## config.mk

```make
export PLATFORM = sky130hd
export DESIGN_NAME = pq_sorted_array
export DESIGN_NICKNAME = d
export VERILOG_FILES = /design/src/rtl/pq_sorted_array.sv
export SDC_FILE = /design/constraint.sdc
export NUM_CORES = 1
export LEC_CHECK = 0
export ABC_AREA = 1
export CAP_MARGIN = 10
export CORE_ASPECT_RATIO = 0.9
export CORE_MARGIN = 2
export CORE_UTILIZATION = 40
export DETAILED_ROUTE_END_ITERATION = 8
export PLACE_DENSITY = 0.64
export SETUP_SLACK_MARGIN = 0.5
export SLEW_MARGIN = 40
export SYNTH_ARGS = -nofsm -noshare
export SYNTH_HDL_FRONTEND = slang
export SYNTH_SLANG_ARGS = --single-unit
```

## constraint.sdc

```tcl
create_clock -name clk -period 6.2 [get_ports clk]
set_input_delay 0.93 -clock clk [delete_from_list [all_inputs] [get_ports clk]]
set_output_delay 0.93 -clock clk [all_outputs]
set_load 0.005 [all_outputs]
```

## src/rtl/pq_sorted_array.sv

```systemverilog
// Sorted-array priority queue: keys held ascending in registers, head (minimum) on dout.
// Each accepted enq/deq/replace takes one busy cycle; new commands are ignored while busy.
module pq_sorted_array #(
    parameter int unsigned WIDTH = 16,
    parameter int unsigned DEPTH = 8
) (
    input  logic                       clk,
    input  logic                       rst,
    input  logic                       enq,
    input  logic                       deq,
    input  logic [WIDTH-1:0]           din,
    output logic [WIDTH-1:0]           dout,
    output logic                       busy,
    output logic                       full,
    output logic                       empty,
    output logic [$clog2(DEPTH+1)-1:0] count,
    output logic                       ovf,
    output logic                       unf
);
    localparam int unsigned CW = $clog2(DEPTH + 1);

    typedef logic [DEPTH-1:0][WIDTH-1:0] arr_t;
    typedef enum logic [1:0] {StIdle, StIns, StPop, StRep} state_t;

    state_t           state_q, state_d;
    arr_t             arr_q, arr_d;
    logic [CW-1:0]    cnt_q, cnt_d;
    logic [WIDTH-1:0] key_q, key_d;
    logic             ovf_q, ovf_d;
    logic             unf_q, unf_d;

    // Slot i takes the new key or its left neighbour once entry[i] > k or i is past the end;
    // keeping entries equal to k in place makes ties FIFO-ordered.
    function automatic arr_t insert_key(arr_t a, logic [CW-1:0] n, logic [WIDTH-1:0] k);
        logic [DEPTH-1:0] pos;
        arr_t             r;
        for (int i = 0; i < DEPTH; i++) begin
            pos[i] = (i >= int'(n)) || (a[i] > k);
        end
        r[0] = pos[0] ? k : a[0];
        for (int i = 1; i < DEPTH; i++) begin
            if (!pos[i]) begin
                r[i] = a[i];
            end else if (pos[i-1]) begin
                r[i] = a[i-1];
            end else begin
                r[i] = k;
            end
        end
        return r;
    endfunction

    function automatic arr_t pop_head(arr_t a);
        arr_t r;
        for (int i = 0; i < DEPTH - 1; i++) begin
            r[i] = a[i+1];
        end
        r[DEPTH-1] = '0;
        return r;
    endfunction

    assign full  = (cnt_q == CW'(DEPTH));
    assign empty = (cnt_q == '0);
    assign busy  = (state_q != StIdle);
    assign dout  = arr_q[0];
    assign count = cnt_q;
    assign ovf   = ovf_q;
    assign unf   = unf_q;

    always_comb begin
        state_d = state_q;
        arr_d   = arr_q;
        cnt_d   = cnt_q;
        key_d   = key_q;
        ovf_d   = 1'b0;
        unf_d   = 1'b0;
        case (state_q)
            StIdle: begin
                if (enq && deq && !empty) begin
                    key_d   = din;
                    state_d = StRep;
                end else if (enq && !full) begin
                    // Also covers enq+deq on an empty queue.
                    key_d   = din;
                    state_d = StIns;
                end else if (enq) begin
                    ovf_d = 1'b1;
                end else if (deq) begin
                    if (empty) begin
                        unf_d = 1'b1;
                    end else begin
                        state_d = StPop;
                    end
                end
            end
            StIns: begin
                arr_d   = insert_key(arr_q, cnt_q, key_q);
                cnt_d   = cnt_q + 1'b1;
                state_d = StIdle;
            end
            StPop: begin
                arr_d   = pop_head(arr_q);
                cnt_d   = cnt_q - 1'b1;
                state_d = StIdle;
            end
            StRep: begin
                arr_d   = insert_key(pop_head(arr_q), cnt_q - 1'b1, key_q);
                state_d = StIdle;
            end
            default: state_d = StIdle;
        endcase
    end

    always_ff @(posedge clk or posedge rst) begin
        if (rst) begin
            state_q <= StIdle;
            arr_q   <= '0;
            cnt_q   <= '0;
            key_q   <= '0;
            ovf_q   <= 1'b0;
            unf_q   <= 1'b0;
        end else begin
            state_q <= state_d;
            arr_q   <= arr_d;
            cnt_q   <= cnt_d;
            key_q   <= key_d;
            ovf_q   <= ovf_d;
            unf_q   <= unf_d;
        end
    end
endmodule

```

==> qor.txt, run 1 <==
Post-Synthesis Cell Area - 0.0148 mm²
Fin. Hold Viols - 0
first-pass detailed-route iteration total - 6
Buf+Inv Stages, Crit Path - 1
CORE AREA - 0.0363 mm²
number of clock sinks - 152
outcome - finished clean
RSZ-0062 raised after global routing - false
critical path capture point type - register
share of layout cells above drive strength 1 - 4.88%
half-perimeter wire length after placement - 40300 µm
Root Buffer - sky130_fd_sc_hd__clkbuf_16
cell taking the most area after synthesis - sky130_fd_sc_hd__dfrtp_1
total congestion overflow - 0
total die area - 0.0386 mm²
net count of the mapped netlist - 2556
antenna violations before repair - 2
critical path arrival - 4.54 ns
starting DRC count in detailed routing - 2103
number of pins with negative max-slew slack in the final report - 0
Post CTS Setup Buffer Count - 0
Post-Route Setup TNS - 0 ns
largest fanout on the critical path - 19
sequential-to-total area share from yosys stat - 25.7%
number of hold buffers added after cts - 0
critical path required time - 6.60 ns
buffers added on ports - 44
post-CTS resize count - 0
routed wire length per instance - 20.7 µm
count of state elements after synthesis - 152
worst-path cell chain - inv_1, ha_1, nand2_1, nor2_1, nor2_1, nand2_1, nand2_1, nand2_1, nand2_1, nand2_1, nand2_1, nand3_1, nand2_1, nor2_1, nor2_1
Mapped Cells - 2398
area growth from synthesis to final layout - 8.25%
clock edge transition at the registers on the reported setup and hold paths - 0.07 ns
endpoints failing setup - 0
Main synth FF type - sky130_fd_sc_hd__dfrtp_1
number of buffers inserted during clock tree synthesis - 17
Yosys top cell area share - 25.7%
die height - 187 µm
main area contributors after synthesis - sky130_fd_sc_hd__dfrtp_1, sky130_fd_sc_hd__nand3_1, sky130_fd_sc_hd__nand2_1
kind of launch point of the worst setup path - register
deepest clock path buffer count - 2
Vias/cell - 5.80
DRC - 0
wire length of the first global-routing pass - 90000 µm
layout net count - 2501
cell with the most instances after synthesis - sky130_fd_sc_hd__nand2_1
pin count of the biggest net entering global routing - 71
horizontal die dimension - 207 µm
Clock Skew - 0.0151 ns
average footprint of a synthesized cell - 6.18 µm²
tightest slew margin relative to the limit - 40.8%
wirelength, routed - 58700 µm
MaxCap Viol Count - 0
most common library cells after synthesis - sky130_fd_sc_hd__nand2_1, sky130_fd_sc_hd__nand3_1, sky130_fd_sc_hd__nor2_1
overall global routing resource usage - 30.5%
Final GP Congestion - 0.977
Crit Path Category - reg -> reg
Crit path max-delay family - simple AND/OR/NAND/NOR gates
design area - 0.0160 mm²
HP Class - reg -> reg
final worst-path cycle share - 66.7%
CTS H-tree depth - 4
total via count after detailed routing - 16429
critical path's largest stage delay - 0.69 ns
number of distinct standard cells referenced by the synthesized netlist - 36
Post-synth EDFFs - 0
worst hold slack - 0.537 ns
Core Rows - 66
number of global-route vias before repair - 15380
Max Freq - 0.242 GHz
async set or reset register ratio after synthesis - 100%
TritonCTS clock tree - yes
count of boundary I/O pins - 45
number of nets with antenna violations after routing - 0
time the worst path needs with I/O delays and setup - 4.13 ns
cell at the slowest stage of the critical path - sky130_fd_sc_hd__nand2_1
slew at the pin closest to its max-slew limit - 0.887 ns
total cell area at the placement stage - 0.0155 mm²
Syn. warnings - 0
effective utilization at floorplan - 40.8%
most frequent CP cell - sky130_fd_sc_hd__nand2_1
reg-to-reg slack, setup - 2.07 ns
latest clock arrival within the worst-skew pair - 0.48 ns
layout make-up:
type | instances | area [µm²]
fill | 3812 | 20300
multi-input combinational | 1889 | 9610
sequential | 152 | 3800
inverter | 204 | 771
timing repair buffer | 79 | 707
tap | 476 | 596
clock buffer | 20 | 437
clock inverter | 12 | 104
antenna | 2 | 5.00
cell usage in the layout (no fill, tap or decap), types with 13 or more instances in the layout:
cell type	n
sky130_fd_sc_hd__nor2_1	244
sky130_fd_sc_hd__clkinv_1	13
sky130_fd_sc_hd__o21ai_0	49
sky130_fd_sc_hd__nand2_1	696
sky130_fd_sc_hd__o21ai_1	16
sky130_fd_sc_hd__inv_1	176
sky130_fd_sc_hd__o22ai_1	16
sky130_fd_sc_hd__inv_2	14
sky130_fd_sc_hd__clkbuf_16	17
sky130_fd_sc_hd__buf_4	34
sky130_fd_sc_hd__nand3_1	531
sky130_fd_sc_hd__clkdlybuf4s50_1	44
sky130_fd_sc_hd__dfrtp_1	152
sky130_fd_sc_hd__ha_1	136
sky130_fd_sc_hd__a21oi_1	130
sky130_fd_sc_hd__nand4_1	13
final timing paths:
check                                      start                     end  depth (start not counted)
setup reg to reg            key_q[6]$_DFFE_PP0P_   arr_q[41]$_DFFE_PP0P_                         15
hold / removal             arr_q[16]$_DFFE_PP0P_   arr_q[16]$_DFFE_PP0P_                          2
setup / recovery            key_q[6]$_DFFE_PP0P_   arr_q[41]$_DFFE_PP0P_                         15
min in group asynchronous                    rst  arr_q[121]$_DFFE_PP0P_                          2
max in group asynchronous                    rst   arr_q[32]$_DFFE_PP0P_                          3
hold reg to reg            arr_q[16]$_DFFE_PP0P_   arr_q[16]$_DFFE_PP0P_                          2
state kept, by name, summed over array words and instances, names as in the netlist:
name / count
unf: 1
dout: 16
state_q: 2
count: 4
arr_q: 112
ovf: 1
key_q: 16
through the flow:
| stage | utilization, % | worst slack (ns) | cells |
|---|---|---|---|
| final | 44.1 | 2.07 | 2834 |
| after global routing | 44.1 | 1.81 | 2832 |
| after CTS | 44.1 | 1.91 | 2832 |
| after detailed placement | 42.6 | 1.98 | 2800 |
| after global placement | 42.6 | 1.90 | 2800 |
| after floorplan | - | 1.18 | 2398 |
worst register-to-register path, delay by kind of cell (launching register included):
family,cells,cell delay [ns]
DFF,1,0.43
adders and majority gates,1,0.38
buffers and inverters,1,0.65
and+or+nand+nor,13,2.61
logic make-up after synthesis:
logic type,Yosys count,share of synthesized area (%)
flops,152,25.7
xor+xnor,4,0.287
fa+ha+maj,138,11.7
compound gates,228,8.35
buf+inv,357,9.81
simple gates,1519,44.2
metal layers:
metal	track usage, %	up-vias	share of wire [%]
met5	0	-	0
met4	18.0	0	6.2
met3	6.97	211	9.9
met2	44.4	867	43
met1	40.9	7600	41
li1	-	7751	-
Power of run 1 is not shown: default switching activity piles up to over one toggle a cycle in this logic, so the estimate is an artifact.
==> run 2, diff against run 1 <==
clock period = 4.2 ns   (was 6.2 ns; I/O delays follow)
==> run 2 against run 1 <==
  * Critical path type unchanged
  * First-iteration DRC count shrank 8.7%
  * Register-to-register slack lost 1.4 ns
  * Die area is the same
  * Sequential cell count is the same
  * Critical path depth is the same
  * Sequential share of layout area shrank 0.56 points
  * Clock skew shrank 0.0050 ns
  * Cell area grew 2.4%
  * Wire length shrank 3.0%
  * Highest routed layer unchanged
  * Global-route usage shrank 0.70 points
  * Clock-buffer cell count shrank 2
  * Utilization grew 1.1 points
==> qor.txt, run 2 (synthesis results as in run 1) <==
Core Rows - 66
Final GP Congestion - 0.948
latest clock arrival within the worst-skew pair - 0.47 ns
antenna violations before repair - 0
flip-flop count of the largest register, all copies and words added - 112
hold path cells - 2
number of diodes - 0
pin count of the biggest net entering global routing - 99
tightest slew margin relative to the limit - 43.3%
Post-Route Setup TNS - 0 ns
slew at the pin closest to its max-slew limit - 0.851 ns
worst-case setup slack after placement - 0.501 ns
number of hold buffers added after cts - 0
total congestion overflow - 0
RSZ-0062 raised after global routing - true
area growth from synthesis to final layout - 10.9%
total via count after detailed routing - 16327
Max Freq - 0.287 GHz
effective utilization at floorplan - 40.8%
critical path arrival - 3.85 ns
Clock Skew - 0.0102 ns
clock edge transition at the registers on the reported setup and hold paths - 0.07 ns
minimum setup slack in the final design - 0.710 ns
deepest clock path buffer count - 2
DRC - 0
launch point of the worst reg-to-reg path - key_q[15]$_DFFE_PP0P_
kind of launch point of the worst setup path - register
overall global routing resource usage - 29.8%
number of global-route vias before repair - 15318
RR Endpoint - arr_q[32]$_DFFE_PP0P_
count of boundary I/O pins - 45
routed wire length per instance - 19.9 µm
buffers added on ports - 44
reg-to-reg slack, setup - 0.71 ns
Crit Path Category - reg -> reg
wirelength, routed - 56900 µm
critical path required time - 4.56 ns
MaxCap Viol Count - 0
beginning of the worst hold path - arr_q[112]$_DFFE_PP0P_
CORE AREA - 0.0363 mm²
HP Class - reg -> reg
Root Buffer - sky130_fd_sc_hd__clkbuf_16
horizontal die dimension - 207 µm
half-perimeter wire length after placement - 40700 µm
starting DRC count in detailed routing - 1920
layout net count - 2530
outcome - finished clean
number of nets with antenna violations after routing - 0
CTS H-tree depth - 4
TritonCTS clock tree - yes
Vias/cell - 5.71
most flop-heavy register - arr_q
Fin. Hold Viols - 0
time the worst path needs with I/O delays and setup - 3.49 ns
commonest non-fill, non-tap cell in the layout - sky130_fd_sc_hd__nand2_1
commonest non-fill, non-tap cells in the layout - sky130_fd_sc_hd__nand2_1, sky130_fd_sc_hd__nand3_1, sky130_fd_sc_hd__nor2_1, sky130_fd_sc_hd__inv_1, sky130_fd_sc_hd__dfrtp_1
number of clock sinks - 152
total die area - 0.0386 mm²
endpoint of the worst hold-timing path - arr_q[112]$_DFFE_PP0P_
first-pass detailed-route iteration total - 6
die height - 187 µm
share of layout cells above drive strength 1 - 6.04%
wire length of the first global-routing pass - 89500 µm
final worst-path cycle share - 83.1%
number of cells on the worst reg-to-reg path - 15
endpoints failing setup - 0
number of pins with negative max-slew slack in the final report - 0
largest fanout on the critical path - 22
number of buffers inserted during clock tree synthesis - 17
critical path capture point type - register
-- run 2: changes by cell type in the layout (fill, tap and decap cells not counted), sizes merged --
cell / delta
inv: -2
buf: +29
clkinvlp: +1
clkinv: -1
clkbuf: -2
bufinv: +4
diode: -2
-- run 2: worst max-delay path, cell delays in order, from the launching register on --
cell	delay, ns
sky130_fd_sc_hd__dfrtp_1	0.51
sky130_fd_sc_hd__inv_1	0.27
sky130_fd_sc_hd__buf_4	0.26
sky130_fd_sc_hd__ha_1	0.34
sky130_fd_sc_hd__nand2_1	0.07
sky130_fd_sc_hd__o21ai_0	0.32
sky130_fd_sc_hd__nor2_1	0.12
sky130_fd_sc_hd__nand2_1	0.08
sky130_fd_sc_hd__nand2_1	0.14
sky130_fd_sc_hd__buf_4	0.26
sky130_fd_sc_hd__nand3_1	0.09
sky130_fd_sc_hd__nand2_1	0.12
sky130_fd_sc_hd__inv_1	0.42
sky130_fd_sc_hd__nand3_1	0.18
sky130_fd_sc_hd__nor2_1	0.14
sky130_fd_sc_hd__nor2_1	0.05
-- run 2: routing by layer --
metal,part of all wire (%),wire [µm],track usage [%]
met5,0,0,0
met1,43,24500,41.7
met2,45,25400,45.2
met3,8.4,4780,5.34
met4,3.9,2210,11.7
-- run 2: metrics by stage --
step	cell area (µm²)	cells	utilization (%)	hold slack, ns
2_1_floorplan	14800	2398	-	0.471
3_3_place_gp	15700	2828	43.2	0.495
3_5_place_dp	15700	2829	43.3	0.506
4_1_cts	16400	2861	45.1	0.526
5_1_grt	16400	2861	45.2	0.565
6_report	16400	2861	45.2	0.522
-- run 2: what timing repair did --
item	CTS	global route
endpoints found under the setup margin	26	91
resized for setup	1	3
buffers inserted	0	0
-- run 2: worst max path at each step --
| stage | startpoint | endpoint | cells after the start | slack [ns] |
|---|---|---|---|---|
| 2_1_floorplan | key_q[7]$_DFFE_PP0P_ | arr_q[80]$_DFFE_PP0P_ | 14 | 1.46 |
| 3_3_place_gp | key_q[7]$_DFFE_PP0P_ | arr_q[81]$_DFFE_PP0P_ | 13 | 0.58 |
| 3_5_place_dp | key_q[7]$_DFFE_PP0P_ | arr_q[88]$_DFFE_PP0P_ | 13 | 0.50 |
| 4_1_cts | key_q[3]$_DFFE_PP0P_ | arr_q[88]$_DFFE_PP0P_ | 16 | 0.56 |
| 5_1_grt | key_q[15]$_DFFE_PP0P_ | arr_q[39]$_DFFE_PP0P_ | 15 | 0.48 |
| 6_report | key_q[15]$_DFFE_PP0P_ | arr_q[32]$_DFFE_PP0P_ | 15 | 0.71 |
-- run 2: area by class of cell --
cell class              instances  area [µm²]
fillers                      3853       19900
flip-flops and latches        152        3800
inverters                     204         778
multi-input cells            1889        9600
clock inverters                14         219
well taps                     476         596
clock buffers                  18         439
repair buffers                108         982
Power of run 2 is left out for the same reason.
